<file path="config.mk">
export PLATFORM = sky130hd
export DESIGN_NAME = spi_master_core
export DESIGN_NICKNAME = d
export VERILOG_FILES = /design/src/rtl/spi_master_core.sv
export SDC_FILE = /design/constraint.sdc
export NUM_CORES = 1
export LEC_CHECK = 0
export CORE_ASPECT_RATIO = 0.6
export CORE_UTILIZATION = 45
export CTS_BUF_LIST = sky130_fd_sc_hd__clkbuf_4 sky130_fd_sc_hd__clkbuf_8 sky130_fd_sc_hd__clkbuf_16
export DETAILED_ROUTE_END_ITERATION = 6
export MAX_ROUTING_LAYER = met4
export PLACE_DENSITY = 0.71
export REMOVE_ABC_BUFFERS = 1
export SLEW_MARGIN = 20
export SYNTH_ARGS = -nofsm -noshare
export SYNTH_HDL_FRONTEND = slang
export SYNTH_SLANG_ARGS = --single-unit
</file>
<file path="constraint.sdc">
create_clock -name clk -period 1.9 [get_ports clk]
set_input_delay 0.57 -clock clk [delete_from_list [all_inputs] [get_ports clk]]
set_output_delay 0.57 -clock clk [all_outputs]
set_load 0.005 [all_outputs]
</file>
<file path="src/rtl/spi_master_core.sv">
// SPI master for a single slave: one MSB-first full-duplex frame per start.
// CPOL/CPHA and bit rate fixed at elaboration.
module spi_master_core #(
  parameter int CLK_FREQ   = 50_000_000,
  parameter int SPI_FREQ   = 5_000_000,
  parameter int DATA_WIDTH = 8,
  parameter bit CPOL       = 1'b0,
  parameter bit CPHA       = 1'b0
) (
  input  logic                  clk,
  input  logic                  rstn,
  input  logic [DATA_WIDTH-1:0] data_send,
  input  logic                  spi_start,
  output logic                  sclk,
  output logic                  csn,
  output logic                  mosi,
  input  logic                  miso,
  output logic                  spi_done,
  output logic [DATA_WIDTH-1:0] data_recv
);

  localparam int W    = DATA_WIDTH;
  localparam int HALF = CLK_FREQ / (2 * SPI_FREQ);
  localparam int DIVW = (HALF > 1) ? $clog2(HALF) : 1;
  localparam int EW   = $clog2(2 * W + 1);

  typedef enum logic [1:0] {
    IDLE,
    XFER,
    DONE
  } state_t;

  state_t          state;
  state_t          state_nxt;
  logic [DIVW-1:0] div_cnt;
  logic [EW-1:0]   edge_cnt;
  logic [EW-1:0]   edge_nxt;
  logic            sclk_r;
  logic [W-1:0]    tx;
  logic [W-1:0]    rx;
  logic [W-1:0]    recv;
  logic            tick;
  logic            last;
  logic            lead;
  logic            do_shift;
  logic            do_cap;

  always_ff @(posedge clk) begin
    if (!rstn) state <= IDLE;
    else       state <= state_nxt;
  end

  always_comb begin
    state_nxt = state;
    tick      = (state == XFER) && (div_cnt == DIVW'(HALF - 1));
    last      = (edge_cnt == EW'(2 * W));
    edge_nxt  = edge_cnt + 1'b1;
    lead      = edge_nxt[0];
    do_shift  = 1'b0;
    do_cap    = 1'b0;
    unique case (state)
      IDLE: if (spi_start) state_nxt = XFER;
      XFER: begin
        if (tick && last) begin
          state_nxt = DONE;
        end else if (tick) begin
          if (!CPHA) begin
            do_shift = !lead && (edge_nxt != EW'(2 * W));
            do_cap   = lead;
          end else begin
            do_shift = lead && (edge_nxt != EW'(1));
            do_cap   = !lead;
          end
        end
      end
      DONE:    state_nxt = IDLE;
      default: state_nxt = IDLE;
    endcase
  end

  always_ff @(posedge clk) begin
    if (!rstn) begin
      div_cnt  <= '0;
      edge_cnt <= '0;
      sclk_r   <= CPOL;
      tx       <= '0;
      rx       <= '0;
      recv     <= '0;
    end else begin
      if (state == IDLE && spi_start) begin
        tx       <= data_send;
        rx       <= '0;
        div_cnt  <= '0;
        edge_cnt <= '0;
        sclk_r   <= CPOL;
      end
      if (state == XFER) begin
        if (tick) begin
          div_cnt <= '0;
          // the hold period after the final edge reuses the divider
          if (!last) begin
            sclk_r   <= ~sclk_r;
            edge_cnt <= edge_nxt;
          end
        end else begin
          div_cnt <= div_cnt + 1'b1;
        end
      end
      if (do_shift) tx <= {tx[W-2:0], 1'b0};
      if (do_cap)   rx <= {rx[W-2:0], miso};
      if (state == XFER && state_nxt == DONE) recv <= rx;
    end
  end

  assign sclk      = sclk_r;
  assign csn       = (state != XFER);
  assign mosi      = (state == XFER) & tx[W-1];
  assign spi_done  = (state == DONE);
  assign data_recv = recv;

endmodule

</file>
# --- After elaboration in Yosys (flattened, before gate mapping) ---
# Cells that the tools add are included.
classes:
  add_sub_neg: 2
  n_eq_ne: 7
  n_reduce_logical: 11
  muxes: 24
  bitwise: 3
op_table:
  columns: ["operator", "count"]
  rows:
  - ["$mux W8", 4]
  - ["$mux W5", 4]
  - ["$mux W1", 10]
  - ["$mux W3", 3]
  - ["$reduce_bool A2 Y1", 3]
  - ["$add A5 B1 Y5 const B", 1]
  - ["$eq A5 B5 Y1 const B", 1]
  - ["$logic_and A1 B1 Y1", 5]
  - ["$ne A5 B5 Y1 const B", 1]
  - ["$eq A2 B2 Y1 const B", 2]
  - ["$mux W2", 2]
  - ["$pmux W2 S2", 1]
  - ["$add A3 B1 Y3 const B", 1]
  - ["$eq A3 B3 Y1 const B", 1]
  - ["$eq A2 B1 Y1 const B", 1]
  - ["$logic_not A2 Y1", 1]
  - ["$ne A2 B1 Y1 const B", 1]
  - ["$not A1 Y1", 2]
  - ["$reduce_or A2 Y1", 1]
  - ["$and A1 B1 Y1", 1]
  - ["$logic_not A1 Y1", 1]
word_totals:
  input_bits: 12
  register_bits: 35

# --- Longest topological paths before layout ---
# Gate-level depths: netlist of the first run.
logic_depth:
  word_depth: 7
  mapped_depth: 7
  depth_no_buf: 6

# --- Least setup slack after synthesis of the first run ---
# Ideal clock, no wire load.
synth_timing:
  path_type: "flip-flop to flip-flop"
  from: "register edge_cnt[0]"
  to: "register tx[1]"
  synth_period_minus_slack_ns: 1.773
  path_slack_ns: 0.127
  stages_incl_launch_ff: 7
  arrival_time_ns: 1.701
  path_buffers: 0
  setup_ns: 0.072
  cell_sequence: "dfxtp_1 -> inv_1 -> ha_1 -> nor4bb_4 -> nand2b_4 -> a311oi_4 -> mux2i_1"
synth_via:
  elab_chain_cells: 7
  word_cells_on_any_way: 11
  classes_between: "1 x add/sub; 2 x eq/ne; 4 x mux; 4 x reduce/logical"
synth_lines:
  columns: ["element", "line_no", "text"]
  rows:
  - ["start: declaration", "36", "logic [EW-1:0] edge_cnt;"]
  - ["start signal: assignment", "103", "edge_cnt <= edge_nxt;"]
  - ["$add A5 B1 Y5", "57", "edge_nxt = edge_cnt + 1'b1;"]
  - ["$ne A5 B5 Y1 / $logic_not A1 Y1 (equally long branches)", null, null]
  - ["$logic_and A1 B1 Y1", "68", "do_shift = !lead && (edge_nxt != EW'(2 * W));"]
  - ["$mux W1", "66", "end else if (tick) begin"]
  - ["$mux W1 *", "64", "if (tick && last) begin"]
  - ["$mux W1 *", "61", "unique case (state)"]
  - ["$mux W8 / $reduce_bool A2 Y1 (equally long branches)", null, null]
  - ["end signal: assignment", "91", "tx <= data_send;"]
  - ["end signal: assignment", "109", "if (do_shift) tx <= {tx[W-2:0], 1'b0};"]
  - ["end: declaration", "39", "logic [W-1:0] tx;"]
# Every way passes the cells marked *; elsewhere a longest branch is shown, timed or not.
# A chain may end at the register's enable or synchronous reset.

# --- Worst setup path after layout of the first run ---
layout_timing:
  from: "register edge_cnt[0]"
  to: "register rx[6]"
layout_via:
  elab_chain_cells: 5
  word_cells_on_any_way: 8
  classes_between: "1 x add/sub; 1 x eq/ne; 4 x mux; 2 x reduce/logical"
layout_lines:
  columns: ["element", "line_no", "text"]
  rows:
  - ["$add A5 B1 Y5 / $eq A5 B5 Y1 (equally long branches)", "57, 56", null]
  - ["$mux W1 / $logic_and A1 B1 Y1 (equally long branches)", "66, 64", null]
  - ["$mux W1 *", "64", null]
  - ["$mux W1 *", "61", null]
  - ["$mux W8 / $reduce_bool A2 Y1 (equally long branches)", null, null]
  - ["end signal: assignment", "110", "if (do_cap) rx <= {rx[W-2:0], miso};"]
  - ["end: declaration", "40", "logic [W-1:0] rx;"]
# Marked as above.

==> key figures, run 1 <==
Global route
  – Total GRT Usage: 21.5%
  – Initial antenna violation count: 0
  – First-pass GRT wire length: between 6000 and 7000 um
  – Largest net degree at the start of global routing: 23
  – Number of global-route vias before repair: 1,390
  – Total grt overflow: 0

Critical path
  – R2R cell count: 8
  – Family with the most delay on the worst path: simple AND/OR/NAND/NOR gates
  – Critical Path RT: 2120 ps
  – Worst Setup End Kind: flop
  – Worst r2r dst: rx[6]
  – Kind of critical path: reg -> reg
  – Crit-path max cell delay: 340 ps
  – Crit path arrival time: 1970 ps
  – CP Buf/Inv Count: 3
  – Type of origin of the critical path: flop
  – CP Max Fanout: 16
  – Slowest cell on crit path: nor4bb_4
  – Reg2reg start: edge_cnt[0]
  – FF-to-FF setup slack: 140 ps
  – Worst path cell trace: inv_1, ha_1, nor4bb_4, buf_6, nor3_1, buf_4, nand3b_1, a21oi_1

Synth
  – Synth cell count leaders: dfxtp_1 (35), nand2_1 (35), a21oi_1 (24)
  – Post-synthesis cell area: 1610 sq um
  – Area leader, netlist: dfxtp_1
  – Top_reg_cell synth: dfxtp_1
  – Yosys warns: 0
  – Gate Count Post-Synth: between 150 and 200
  – Async set or reset register ratio after synthesis: 0%
  – Post-synth EDFFs: 0
  – Syn avg cell area: a little under 9 sq um
  – Post-synth top area share: a little over two fifths
  – Synth Register Bits: 35
  – Post-synthesis sequential area ratio: a little over two fifths
  – Yosys cell types: 32
  – Synth area leaders: dfxtp_1 (43%), nand2_1 (8.1%), a21oi_1 (7.4%)

Clock network
  – Clock Tree Buf Depth: 2
  – Num CTS Buffers: 5
  – Skew-Pair Late Insertion Delay: about 280 ps
  – Worst-path clk slew: ~70 ps
  – CTS tree: built
  – Sink Count: 35
  – Root Driver: clkbuf_8
  – Number of H-tree levels: 2

Timing
  – Rel. slew slack: 71.1%
  – Setup_tns: 0 ps
  – Final Critical Period: 1760 ps
  – Final hold vios: 0
  – Final WS setup: 140 ps
  – Tightest Pin Transition: 432 ps
  – Fin crit share: 92.6%
  – Clock skew: between 3 and 4 ps
  – Setup violators final: 0
  – Final Max Tran Viols: 0
  – Max Fclk: 568 MHz

Drt
  – Post-Route WL: 3440 um
  – Uppermost routed layer: met4
  – WL/cell: around 13 um
  – Met3 WL post-DR: about 110 um
  – Wl on met1: about 1700 um
  – Via density: 5.26
  – DRC violations left: 0
  – DRT antenna net count: 0
  – Met2 WL post-DR: 1590 um
  – 1st-pass router iterations: 4
  – Vias: 1,398
  – Initial DRC count: 82

Pwr
  – Part of the power in registers: about 53%
  – Pint: 1.10 mW
  – Clock power frac: 38.5%
  – Gate power share: between 8 and 9%
  – Net switching power: 324 uW
  – Total power per unit cell area: a little under 700 nW/um^2
  – Maximum VDD drop: 0.342 mV
  – Leakage: approximately 0.73 nW
  – Sw Ratio: 22.8%

Place
  – Gpl congestion: 0.857
  – Pre-CTS setup slack: -98.7 ps
  – Hpwl dp: around 2500 um
  – Port bufs: 23

Floorplan
  – # rows: 16
  – Die ar.: 3840 sq um
  – Core Area: 3340 sq um
  – Die height: 48.4 um
  – Initial Util: 48.2%
  – Die X: about 80 um
  – Ports: 24

Cells and area
  – Ant diodes: 0
  – Final nets: 236
  – Area grow syn2layout: 29.8%
  – Share of cells above drive strength 1: between 10% and 20%
  – # fillers: 305

Hold path
  – Hold Path End: data_recv[6]
  – Origin of the worst min-delay path: data_recv[6]
  – Hold depth: 2
  – Hold WC Path Type: reg -> reg

Job
  – MaxCap Viol Count: 0

Outcome
  – Status: finished clean
[state kept, by name, summed over array words and instances, names as in the netlist]
register   cells
rx             8
sclk           1
div_cnt        3
data_recv      8
state          2
edge_cnt       5
tx             8
[worst reg2reg max path: stages, from the launching register on]
cell and delay [ps]:
dfxtp_1 310, inv_1 90, ha_1 170, nor4bb_4 340
buf_6 200, nor3_1 70, buf_4 180, nand3b_1 160
a21oi_1 160
[stage by stage]
stage	instances	total power, mW	util, %	hold WS (ps)	instance area [sq um]
6_report	266	1.42	62.6	457	2090
5_1_grt	266	1.49	62.6	479	2090
4_1_cts	266	1.43	62.5	459	2090
3_5_place_dp	257	0.887	59.4	450	1980
3_3_place_gp	257	0.882	59.4	440	1980
2_1_floorplan	174	0.827	-	436	1570
[placed cells by master, fill, tap and decap left out, drive strengths merged, types with 7 or more instances in the layout]
master | synthesis | routed
nand2 | 35 | 35
dfxtp | 35 | 35
a21oi | 24 | 24
clkdlybuf4s50 | 0 | 20
buf | 3 | 16
nand3 | 13 | 13
nand3b | 10 | 10
mux2i | 9 | 9
mux2 | 7 | 7
clkbuf | 6 | 7
[cell families (layout without fill, tap and decap cells)]
family	Yosys count	after routing	synth area share, %
AND/OR/NAND/NOR	80	80	26.5
flip-flops	35	35	43.4
AO/OA/AOI/OAI	33	33	12.6
multiplexers	16	16	10.5
buffers and inverters	15	53	3.88
adder cells (fa/ha/maj)	4	4	3.10
[per-layer routing]
| metal | vias up | GRT usage, % |
|---|---|---|
| li1 | 708 | - |
| met1 | 655 | 27.7 |
| met2 | 30 | 32.3 |
| met3 | 5 | 5.66 |
| met4 | 0 | 8.18 |
| met5 | - | - |
[worst max path at each step]
stage,start,depth (start not counted),end
after floorplan,spi_start,4,tx[1]
after global placement,spi_start,6,tx[4]
after detailed placement,spi_start,6,tx[3]
after CTS,edge_cnt[0],8,rx[6]
after global routing,edge_cnt[0],8,rx[6]
final,edge_cnt[0],8,rx[6]
[power groups by stage]
stage / Sequential [mW] / Combinational, mW / Clock [mW]
floorplan: 0.771 / 0.0565 / 0
detailed placement: 0.772 / 0.115 / 0
global placement: 0.771 / 0.111 / 0
CTS: 0.755 / 0.118 / 0.560
global route: 0.757 / 0.131 / 0.601
finish: 0.756 / 0.118 / 0.547
[layout make-up]
type	count	area, sq um	area share (%)
Clock buffer	7	83.8	4.00
Clock inverter	1	5.00	0.239
Inverter	6	22.5	1.08
Multi-Input combinational cell	133	860	41.1
Sequential cell	35	703	33.6
Tap cell	45	56.3	2.69
Timing Repair Buffer	39	363	17.3
[repair_timing]
action / in CTS / in global routing
setup buffers: 1 / 0
gates resized for setup: 8 / 1
setup endpoints to repair: 3 / 3
hold buffers: 0 / 0
hold endpoints to repair: 0 / 0
No activity file was read; power rests on OpenSTA's default activity.
==> run 2: changes to the inputs <==
CORE_UTILIZATION = 48   (was 45)
PLACE_DENSITY = 0.75   (was 0.71)
SETUP_SLACK_MARGIN = 0.4   (was unset)
==> key figures, run 2 (same netlist as run 1, synthesis figures left out) <==
Critical path
  – Family with the most delay on the worst path: flip-flops (was simple AND/OR/NAND/NOR gates)
  – Slowest cell on crit path: dfxtp_4 (was nor4bb_4)
  – Kind of critical path: reg -> out (was reg -> reg)
  – Crit path arrival time: 1030 ps (was 1970 ps)
  – Crit-path max cell delay: 370 ps (was 340 ps)
  – CP Max Fanout: 6 (was 16)
  – Reg2reg start: edge_cnt[0] (unchanged)
  – CP Buf/Inv Count: 1 (was 3)
  – Worst r2r dst: rx[2] (was rx[6])
  – R2R cell count: 8 (unchanged)
  – Worst path cell trace: nor2b_4, and2_4, buf_6 (was inv_1, ha_1, nor4bb_4, buf_6, nor3_1, buf_4, nand3b_1, a21oi_1)
  – FF-to-FF setup slack: 310 ps (was 140 ps)
  – Type of origin of the critical path: flop (unchanged)
  – Worst Setup End Kind: primary output (was flop)
  – Critical Path RT: 1330 ps (was 2120 ps)

Hold path
  – Hold Path End: data_recv[5] (was data_recv[6])
  – Hold depth: 2 (unchanged)
  – Hold WC Path Type: reg -> reg (unchanged)
  – Origin of the worst min-delay path: data_recv[5] (was data_recv[6])

Clock network
  – Sink Count: 35 (unchanged)
  – Root Driver: clkbuf_8 (unchanged)
  – Number of H-tree levels: 2 (unchanged)
  – Clock Tree Buf Depth: 2 (unchanged)
  – Hold_buf cts: 0 (unchanged)
  – Worst-path clk slew: 70 ps (about the same)
  – Num CTS Buffers: 5 (unchanged)
  – Skew-Pair Late Insertion Delay: 280 ps (about the same)
  – CTS tree: built (unchanged)

Drt
  – WL/cell: 15.0 um (was 12.9 um)
  – Initial DRC count: 170 (was 82)
  – Via density: 5.44 (was 5.26)
  – Vias: 1,501 (was 1,398)
  – DRT antenna net count: 0 (unchanged)
  – DRC violations left: 0 (unchanged)
  – 1st-pass router iterations: 4 (unchanged)
  – Post-Route WL: 4150 um (was 3440 um)

Outcome
  – Status: finished clean (unchanged)

Place
  – Gpl congestion: 0.859 (was 0.857)
  – Hpwl dp: 2480 um (was 2470 um)
  – Port bufs: 23 (unchanged)

Cells and area
  – Share of cells above drive strength 1: 36.3% (was 17.6%)
  – Final core occ: 76.1% (was 62.6%)
  – Final nets: 249 (was 236)
  – Area grow syn2layout: 42.5% (was 29.8%)
  – Commonest non-fill, non-tap cell in the layout: nand2_1 (unchanged)
  – Ant diodes: 0 (unchanged)
  – Most frequent cells in the layout: nand2_1 (34), dfxtp_1 (24), buf_4 (22) (was nand2_1 (35), dfxtp_1 (33), a21oi_1 (24))

Timing
  – Rel. slew slack: 68.3% (was 71.1%)
  – RSZ-0062 raised after global routing: yes
  – Setup violators final: 0 (unchanged)
  – Clock skew: 4.49 ps (was 3.07 ps)
  – Final Max Tran Viols: 0 (unchanged)
  – Final hold vios: 0 (unchanged)
  – Fin crit share: 84.2% (was 92.6%)
  – Tightest Pin Transition: 475 ps (was 432 ps)
  – Max Fclk: 625 MHz (was 568 MHz)
  – Setup_tns: 0 ps (unchanged)
  – Final Critical Period: 1600 ps (was 1760 ps)

Pwr
  – Part of the power in registers: 52.7% (was 53.2%)
  – Maximum VDD drop: 0.582 mV (was 0.342 mV)
  – Leakage: 0.858 nW (was 0.734 nW)
  – Net switching power: 352 uW (was 324 uW)
  – Clock power frac: 37.4% (was 38.5%)
  – Pint: 1.08 mW (was 1.10 mW)
  – Total power per unit cell area: 622 nW/um^2 (was 679 nW/um^2)
  – Sw Ratio: 24.6% (was 22.8%)
  – Gate power share: 9.8% (was 8.3%)

Global route
  – Total grt overflow: 0 (unchanged)
  – Number of global-route vias before repair: 1,331 (was 1,390)
  – Initial antenna violation count: 0 (unchanged)
  – Total GRT Usage: 24.0% (was 21.5%)
  – First-pass GRT wire length: 6170 um (was 6230 um)
  – Largest net degree at the start of global routing: 23 (unchanged)

Floorplan
  – Initial Util: 53.4% (was 48.2%)
  – Die ar.: 3600 sq um (was 3840 sq um)
  – Core Area: 3020 sq um (was 3340 sq um)
  – # rows: 15 (was 16)
  – Ports: 24 (unchanged)
  – Die X: 76.8 um (was 79.3 um)
  – Die height: 46.9 um (was 48.4 um)

Job
  – MaxCap Viol Count: 0 (unchanged)
run 2: changes by cell type in the layout (fill, tap and decap cells not counted), sizes merged:
cell | previous run | this run
buf | 16 | 32
clkbuf | 7 | 5
clkinvlp | 0 | 2
dlygate4sd2 | 3 | 10
clkdlybuf4s50 | 20 | 10
run 2: stage by stage:
| step | hold slack, ps | total power, mW | cell area (sq um) | cells | worst slack [ps] |
|---|---|---|---|---|---|
| 3_3_place_gp | 439 | 0.884 | 1990 | 255 | -85.1 |
| 5_1_grt | 470 | 1.49 | 2300 | 276 | 236 |
| 4_1_cts | 453 | 1.43 | 2210 | 273 | 188 |
| 2_1_floorplan | 436 | 0.827 | 1570 | 174 | -128 |
| 3_5_place_dp | 445 | 0.889 | 1990 | 255 | -159 |
| 6_report | 450 | 1.43 | 2300 | 276 | 300 |
run 2: final cells by class:
cell class	count	area (sq um)
Clock buffer	5	68.8
Clock inverter	3	20.0
Fill cell	213	723
Inverter	6	22.5
Multi-Input combinational cell	133	956
Sequential cell	35	717
Tap cell	42	52.6
Timing Repair Buffer	52	462
run 2: power by group through the flow:
stage                     logic, mW  clock network, mW  registers (mW)
after floorplan              0.0565                  0           0.771
after global placement        0.113                  0           0.771
after detailed placement      0.117                  0           0.772
after CTS                     0.133              0.543           0.753
after global routing          0.151              0.588           0.755
final                         0.141              0.535           0.754
run 2: worst register-to-register path, cell delays in order, from the launching register on:
cell,delay [ps]
dfxtp_2,330
inv_2,70
ha_4,120
nor4bb_4,260
buf_4,210
nor3_4,60
buf_6,140
nand3b_1,170
a21oi_2,160
run 2: worst max path at each step:
stage	startpoint	endpoint	slack [ps]	cells after the start
2_1_floorplan	spi_start	tx[1]	-130	4
3_3_place_gp	spi_start	tx[4]	-90	6
3_5_place_dp	spi_start	tx[6]	-160	6
4_1_cts	state[1]	mosi	190	3
5_1_grt	div_cnt[0]	rx[1]	240	7
6_report	state[1]	mosi	300	3
run 2: repair_timing:
| item | CTS | global route |
|---|---|---|
| endpoints found under the setup margin | 43 | 24 |
| setup buffers | 9 | 3 |
| resized for setup | 52 | 18 |
| pin swaps | 10 | 14 |
| cloned | 1 | 0 |
run 2: routing by layer:
| metal | vias up | routed length (um) | track usage [%] |
|---|---|---|---|
| met5 | - | 0 | - |
| met1 | 712 | 1870 | 29.8 |
| li1 | 734 | - | - |
| met2 | 50 | 1940 | 38.6 |
| met4 | 0 | 50 | 8.85 |
| met3 | 5 | 298 | 6.21 |
